==> config.mk <==
export PLATFORM = sky130hd
export DESIGN_NAME = cpu7_lsu
export DESIGN_NICKNAME = d
export VERILOG_FILES = /design/src/rtl/cpu7_lsu.sv
export SDC_FILE = /design/constraint.sdc
export NUM_CORES = 1
export LEC_CHECK = 0
export ABC_AREA = 0
export CORE_AREA = 2 2 153 155
export DETAILED_ROUTE_END_ITERATION = 12
export DIE_AREA = 0 0 155 157
export PLACE_DENSITY = 0.76
export SETUP_SLACK_MARGIN = 0.3
export SLEW_MARGIN = 20
export SYNTH_ARGS = -nofsm -noshare
export SYNTH_HDL_FRONTEND = slang
export SYNTH_SLANG_ARGS = --single-unit
export TNS_END_PERCENT = 10
==> constraint.sdc <==
create_clock -name clk -period 4 [get_ports clk]
set_input_delay 1.2 -clock clk [delete_from_list [all_inputs] [get_ports clk]]
set_output_delay 1.2 -clock clk [all_outputs]
set_load 0.005 [all_outputs]
==> src/rtl/cpu7_lsu.sv <==
// cpu7_lsu: single-outstanding load/store unit between cpu7_exu and the dcache handshake bus
module cpu7_lsu #(
  parameter int GRLEN = 32
) (
  input  logic             clk,
  input  logic             reset,
  input  logic             lsu_valid,
  output logic             lsu_ready,
  input  logic [3:0]       lsu_op,
  input  logic [GRLEN-1:0] lsu_base,
  input  logic [GRLEN-1:0] lsu_offset,
  input  logic [GRLEN-1:0] lsu_wdata,
  input  logic [4:0]       lsu_rd,
  input  logic [GRLEN-1:0] lsu_pc,
  input  logic             lsu_cancel,
  output logic             data_req,
  output logic             data_wr,
  output logic [GRLEN-1:0] data_addr,
  output logic [GRLEN-1:0] data_pc,
  output logic [GRLEN-1:0] data_wdata,
  output logic [3:0]       data_wstrb,
  output logic             data_recv,
  output logic             data_cancel,
  input  logic             data_addr_ok,
  input  logic             data_data_ok,
  input  logic [GRLEN-1:0] data_rdata,
  input  logic             data_exception,
  input  logic [5:0]       data_exccode,
  input  logic [GRLEN-1:0] data_badvaddr,
  output logic             lsu_wb_valid,
  output logic             lsu_wb_wen,
  output logic [4:0]       lsu_wb_rd,
  output logic [GRLEN-1:0] lsu_wb_data,
  output logic             lsu_wb_ex,
  output logic [5:0]       lsu_wb_exccode,
  output logic [GRLEN-1:0] lsu_wb_badvaddr
);
  typedef enum logic [2:0] {IDLE, ALE, REQ, WAIT, DRAIN} state_t;
  state_t state_q, state_d;
  logic st_q, st_d, uns_q, uns_d;
  logic [1:0] size_q, size_d;
  logic [4:0] rd_q, rd_d;
  logic [3:0] wstrb_q, wstrb_d;
  logic [GRLEN-1:0] addr_q, addr_d, pc_q, pc_d, wdata_q, wdata_d;
  logic wb_valid_q, wb_valid_d, wb_wen_q, wb_wen_d, wb_ex_q, wb_ex_d;
  logic [4:0] wb_rd_q, wb_rd_d;
  logic [5:0] wb_exc_q, wb_exc_d;
  logic [GRLEN-1:0] wb_data_q, wb_data_d, wb_bad_q, wb_bad_d;
  logic [GRLEN-1:0] ea, wrep, ld;
  logic [7:0] rb;
  logic [15:0] rh;
  logic [3:0] strb;
  logic mis, fin;
  // size 1x is a word; 01 half; 00 byte
  assign ea = lsu_base + lsu_offset;
  assign mis = lsu_op[1] ? |ea[1:0] : lsu_op[0] & ea[0];
  assign strb = lsu_op[1] ? 4'hf : (lsu_op[0] ? 4'b0011 : 4'b0001) << ea[1:0];
  assign wrep = lsu_op[1] ? lsu_wdata : lsu_op[0] ? {(GRLEN/16){lsu_wdata[15:0]}} : {(GRLEN/8){lsu_wdata[7:0]}};
  assign rb = data_rdata[{addr_q[1:0], 3'b000} +: 8];
  assign rh = data_rdata[{addr_q[1], 4'b0000} +: 16];
  assign ld = size_q[1] ? data_rdata : size_q[0] ? {{(GRLEN-16){~uns_q & rh[15]}}, rh} : {{(GRLEN-8){~uns_q & rb[7]}}, rb};
  assign lsu_ready = state_q == IDLE;
  assign data_req = state_q == REQ;
  assign data_wr = data_req & st_q;
  assign data_addr = addr_q;
  assign data_pc = pc_q;
  assign data_wdata = wdata_q;
  assign data_wstrb = wstrb_q;
  assign data_recv = state_q == REQ || state_q == WAIT || state_q == DRAIN;
  assign data_cancel = lsu_cancel & ((data_req & data_addr_ok & ~data_data_ok) | (state_q == WAIT & ~data_data_ok));
  assign lsu_wb_valid = wb_valid_q;
  assign lsu_wb_wen = wb_wen_q;
  assign lsu_wb_rd = wb_rd_q;
  assign lsu_wb_data = wb_data_q;
  assign lsu_wb_ex = wb_ex_q;
  assign lsu_wb_exccode = wb_exc_q;
  assign lsu_wb_badvaddr = wb_bad_q;
  // next state, op latch and registered completion
  always_comb begin
    state_d = state_q;
    st_d = st_q;
    uns_d = uns_q;
    size_d = size_q;
    rd_d = rd_q;
    wstrb_d = wstrb_q;
    addr_d = addr_q;
    pc_d = pc_q;
    wdata_d = wdata_q;
    wb_valid_d = 1'b0;
    wb_wen_d = 1'b0;
    wb_ex_d = 1'b0;
    wb_rd_d = '0;
    wb_exc_d = '0;
    wb_data_d = '0;
    wb_bad_d = '0;
    fin = 1'b0;
    case (state_q)
      IDLE: if (lsu_valid && !lsu_cancel) begin
        st_d = lsu_op[3];
        uns_d = lsu_op[2];
        size_d = lsu_op[1:0];
        rd_d = lsu_rd;
        addr_d = ea;
        pc_d = lsu_pc;
        wstrb_d = lsu_op[3] ? strb : 4'h0;
        wdata_d = lsu_op[3] ? wrep : '0;
        state_d = mis ? ALE : REQ;
      end
      ALE: begin
        state_d = IDLE;
        wb_valid_d = ~lsu_cancel;
        wb_ex_d = ~lsu_cancel;
        wb_rd_d = lsu_cancel ? 5'd0 : rd_q;
        wb_exc_d = lsu_cancel ? 6'h00 : 6'h09;
        wb_bad_d = lsu_cancel ? '0 : addr_q;
      end
      REQ: if (lsu_cancel) state_d = (data_addr_ok && !data_data_ok) ? DRAIN : IDLE;
        else if (data_addr_ok) begin
          fin = data_data_ok;
          state_d = data_data_ok ? IDLE : WAIT;
        end
      WAIT: begin
        fin = data_data_ok;
        state_d = data_data_ok ? IDLE : lsu_cancel ? DRAIN : WAIT;
      end
      DRAIN: state_d = data_data_ok ? IDLE : DRAIN;
      default: state_d = IDLE;
    endcase
    if (fin) begin
      wb_valid_d = 1'b1;
      wb_ex_d = data_exception;
      wb_wen_d = ~st_q & ~data_exception;
      wb_rd_d = rd_q;
      wb_data_d = (~st_q & ~data_exception) ? ld : '0;
      wb_exc_d = data_exception ? data_exccode : 6'h00;
      wb_bad_d = data_exception ? data_badvaddr : '0;
    end
  end
  // state and output registers, all cleared by reset
  always_ff @(posedge clk) begin
    if (reset) begin
      state_q <= IDLE;
      st_q <= 1'b0;
      uns_q <= 1'b0;
      size_q <= 2'b00;
      rd_q <= '0;
      wstrb_q <= '0;
      addr_q <= '0;
      pc_q <= '0;
      wdata_q <= '0;
      wb_valid_q <= 1'b0;
      wb_wen_q <= 1'b0;
      wb_ex_q <= 1'b0;
      wb_rd_q <= '0;
      wb_exc_q <= '0;
      wb_data_q <= '0;
      wb_bad_q <= '0;
    end else begin
      state_q <= state_d;
      st_q <= st_d;
      uns_q <= uns_d;
      size_q <= size_d;
      rd_q <= rd_d;
      wstrb_q <= wstrb_d;
      addr_q <= addr_d;
      pc_q <= pc_d;
      wdata_q <= wdata_d;
      wb_valid_q <= wb_valid_d;
      wb_wen_q <= wb_wen_d;
      wb_ex_q <= wb_ex_d;
      wb_rd_q <= wb_rd_d;
      wb_exc_q <= wb_exc_d;
      wb_data_q <= wb_data_d;
      wb_bad_q <= wb_bad_d;
    end
  end
endmodule

# Word level (Yosys, flattened, before mapping)

Cells that the tools add are included.

Output and inout bits: 183
Bits in writable memories: 0
Logic and storage cells: 91
Register bits: 190
Memories: 0
Latch bits: 0
Bits in read-only memories: 0

Bitwise operators: 17
Equal/unequal tests: 6
Multiplexer cells: 36
Reduce and logical (&&, ||, !) cells: 12
Multipliers: 0
Shift operators: 3
Magnitude comparators: 0
Add/sub/neg operators: 1
Div/mod/pow operators: 0

Operator list:

| kind                                          | number |
|---|---|
| two-way mux 32 bit                            | 9 |
| adder 32 bit                                  | 1 |
| variable part select 32 x 6 -> 16 bit         | 1 |
| variable part select 32 x 6 -> 8 bit          | 1 |
| two-way mux 3 bit                             | 7 |
| two-way mux 4 bit                             | 4 |
| two-way mux 5 bit                             | 3 |
| two-way mux 6 bit                             | 2 |
| case mux 3 bit (4 select lines)               | 1 |
| bitwise AND 1 bit                             | 9 |
| NOT 1 bit                                     | 7 |
| == test 3 x 2 -> 1 bit, second input constant | 2 |
| two-way mux 1 bit                             | 6 |
| two-way mux 2 bit                             | 3 |
| AND reduction 2 bit                           | 2 |
| OR reduction 2 bit                            | 2 |
| left shift 2 x 2 -> 4 bit                     | 1 |
| == test 3 x 1 -> 1 bit, second input constant | 1 |
| == test 3 bit, second input constant          | 1 |
| logical NOT 3 bit                             | 1 |
| != test 3 x 2 -> 1 bit, second input constant | 1 |
| OR reduction 3 bit                            | 1 |
| logical AND 1 bit                             | 2 |
| logical NOT 1 bit                             | 2 |
| 4 further kinds                               | 5 |

# Depth between registers and ports, before layout

Depth after elaboration: 6
Mapped depth: 9

# Worst setup path before layout

No wires, ideal clock.

Path kind: input -> register
Start point: input lsu_base[0]
End point: register addr_q[24] (netlist: data_addr[24])
Library setup time: 0.117 ns
Path slack: 0.581 ns
Arrival: 3.301 ns
Cell stages on the path: 9
Path through: ha_1 > fa_1 > a21oi_2 > o221ai_1 > o21ai_2 > a21oi_1 > o21a_1 > or4_1 > a32o_1

Longest elaborated chain between the ends: 1

RTL lines:

| element              | line | text |
|---|---|---|
| start, declared      | 10   | `input logic [GRLEN-1:0] lsu_base,` |
| adder 32 bit         | 55   | `assign ea = lsu_base + lsu_offset;` |
| end signal, assigned | 165  | `addr_q <= addr_d;` |
| end, declared        | 44   | `logic [GRLEN-1:0] addr_q, addr_d, pc_q, pc_d, wdata_q, wdata_d;` |

No other way between the ends.
A chain may end at the register's enable or synchronous reset.

# Worst setup path after layout

Ends and elaborated chain as after synthesis.

==> summary.txt <==
H-tree Lvls -> 4
PortBufs -> 396
Sequential area share after synthesis -> 0.429
Main synth FF type -> dfxtp_1
Worst Tran Pin Value -> 1.11 ns
Crit path launch -> lsu_base[0]
Worst hold slack -> 0.451 ns
Outcome -> finished, final reports clean
Power Total -> 4.78 mW
Pin count of the biggest net entering global routing -> 89
Antenna-violating nets left -> 0
Layout cells sized above 1 -> 0.0631
DR vias -> 9303
Top post-synthesis cells by area -> dfxtp_1 43%, nand2_1 9.0%, a21oi_1 8.2%
Worst R2R Start -> state_q[1]
Post-synth EDFFs -> 0
Die Height -> 157 microns
Slowest-stage cell, CP -> or4_1
Syn-to-layout area delta -> 54.6%
Quantity of gates resized following cts -> 1
Finished Cell Area -> 13700 sq um
Met3 WL -> 2080 microns
Final worst path period need -> 3.58 ns
Via-per-instance ratio -> 5.34
Synth Area in Adders -> 0.0460
Hpwl dp -> 24200 microns
Clock transition at path regs -> 0.08 ns
Hold Crit Class -> reg -> reg
Worst setup path category -> in -> reg
CTS Sinks -> 190
CTS tree -> yes
VDD IR-drop max -> 0.000234 V
Critical Path RT -> 4.33 ns
Detailed Route Iter0 Violations -> 525
Largest family of logic cells by synthesized area -> compound AO/OA/AOI/OAI gates
Met1 wire length -> 13100 microns
Mux cell area share after synthesis -> 0.0305
Final setup vio count -> 0
Cts hold-fix bufs -> 0
Die width -> 155 microns
Max Fclk -> 279 MHz
First-pass GRT wire length -> 48100 microns
Synthesized area -> 8870 sq um
CP Data Arrival Time -> 3.91 ns
WP buf/inv -> 1
Slew margin rel. -> 0.260
Synth area leader -> dfxtp_1
Mean Syn Cell Area -> 8.15 sq um
Post-CTS setup repair buffer count -> 0
Pins over their slew limit -> 0
Dpl cell area -> 13100 sq um
Net count, final -> 1691
Row Count -> 55
CTS buffer count -> 17
Syn Nets -> 1335
Die area -> 24300 sq um
GRT Util Overall -> 0.251
Maxcap violations -> 0
Clock latency on the worst-skew pair -> 0.44 ns
Skew final -> 0.0212 ns
Metal2 WL -> 15500 microns
Core Util, Final -> 0.610
Hold Fails Final Rpt -> 0
Final Non-Filler Cells -> 1743
Pwr/cell area -> 349 nW/um^2
Initial antenna violation count -> 0
Number of global-route vias before repair -> 8823
Leakage -> 5.16 nW
# IOs -> 397
CP max stage delay -> 0.47 ns
Top Family by Delay on Critical Path -> compound AO/OA/AOI/OAI gates
DR DRC count -> 0
RSZ-0062 raised after global routing -> no
Final WL -> 31700 microns
Initial Util -> 0.394
Clk root buf -> clkbuf_16
Ys async rst share -> 0
Syn. warnings -> 0
Diode count -> 0
Startpoint types -> input port
Uppermost layer routed -> met4
Post-Synth XOR/XNOR Area -> 0.0197
Tcrit/Tclk final -> 0.896
Pre-antenna DRT Iters -> 7
Post-synth top area share -> 0.429
Setup slack after layout -> 0.416 ns
Setup TNS after final layout -> 0 ns
WL per Instance -> 18.2 microns
Post-synthesis simple-gate area fraction -> 0.205
Crit Path Max Fanout -> 3
Compound-Gate Fraction of Synth Area -> 0.227
Placer Congestion -> 0.963
Crit. End Element -> register
Gr ovfl total -> 0
HP Start -> data_wdata[2]
Critical Path, Cell by Cell -> clkdlybuf4s50_1 -> ha_1 -> fa_1 -> a21oi_2 -> o221ai_1 -> o21ai_2 -> a21oi_1 -> o21a_1 -> or4_1 -> a32o_1
Dpl ws -> 0.0131 ns
Post-synthesis cell count -> 1089
CTS Buffer Depth -> 2
Cells after DPL -> 1711
#FFs+latches synth -> 190
Yosys cell types -> 64
Core Footprint -> 22500 sq um
## state kept, by name, summed over array words and instances, names as in the netlist, 2 cells and up
register,flops
data_wstrb,4
state_q,3
lsu_wb_rd,5
data_pc,32
lsu_wb_data,32
size_q,2
data_wdata,32
rd_q,5
lsu_wb_exccode,6
data_addr,32
lsu_wb_badvaddr,32
## worst paths after layout
path	slack [ns]	depth (start not counted)	to
worst max-delay path	0.42	10	data_addr[24]
worst min-delay path	0.45	2	data_wdata[2]
worst min register to register	0.45	2	data_wdata[2]
worst max register to register	1.82	6	lsu_wb_data[11]
## kinds of logic after synthesis
| group | Yosys count |
|---|---|
| flip-flops | 190 |
| AO/OA/AOI/OAI | 315 |
| XOR/XNOR | 20 |
| multiplexers | 25 |
| adder cells (fa/ha/maj) | 32 |
| buffers and inverters | 95 |
| AND/OR/NAND/NOR | 412 |
## power by group
part	internal [mW]	total, mW	switching, mW	leakage (nW)
sequential	1.96	2.02	0.0585	1.54
combinational	0.506	0.990	0.483	3.31
clock	0.868	1.78	0.908	0.300
total	3.33	4.78	1.45	5.16
## layer usage
metal	vias up	GRT usage
met1	4334	0.307
met2	373	0.428
met3	55	0.0597
met5	-	0
met4	0	0.0966
li1	4541	-
## synth_stat cells (11+ instances only)
library cell    n
nor2_1         75
buf_2          13
a21oi_1       145
a21o_1         15
mux2_2         16
dfxtp_1       190
and2_1         12
o21ai_0        43
nand4_1        11
or3_1          12
ha_1           31
nand2_1       212
nand3_1        40
a22o_1         33
nor3_1         13
xor2_1         11
clkbuf_1       58
inv_1          16
## cell usage in the layout (no fill, tap or decap), types with 3 or more instances in the layout
master           instances
xnor2_1                  9
nor2_1                  74
dfxtp_1                190
o21ai_1                  3
inv_1                   16
nand2_1                212
o211ai_1                 6
nand3_1                 39
nand4_1                 11
mux2i_1                  9
xor2_1                  11
nor2b_1                  6
buf_12                   3
clkdlybuf4s50_1        394
and2_1                  12
a21oi_1                145
a21o_1                  15
or4_1                    4
a31oi_1                  5
a211oi_1                 7
clkbuf_16               17
mux2_2                  16
a22oi_1                  9
and3_1                   5
clkinv_8                 6
a32o_1                   3
o31ai_1                  5
a221oi_1                 9
buf_4                   18
nand2b_1                 6
o21bai_1                 4
a21oi_2                  6
a22o_1                  33
o21a_1                   3
or2_2                    3
nor3_1                  13
ha_1                    31
o21ai_0                 43
or3_1                   12
## worst register-to-register path: stages (launching register included)
cell	delay, ns
dfxtp_1	0.49
nand2b_1	0.18
nor3b_1	0.18
o21ai_0	0.17
or3_1	0.56
buf_4	0.26
a221oi_1	0.22
## cell type report
class / instances / area (sq um)
Clock buffer: 17 / 425
Clock inverter: 15 / 206
Fill cell: 1999 / 8790
Inverter: 16 / 60.1
Multi-Input combinational cell: 804 / 4720
Sequential cell: 190 / 3800
Tap cell: 285 / 357
Timing Repair Buffer: 416 / 4150
Power figures use the tool's default switching activity.
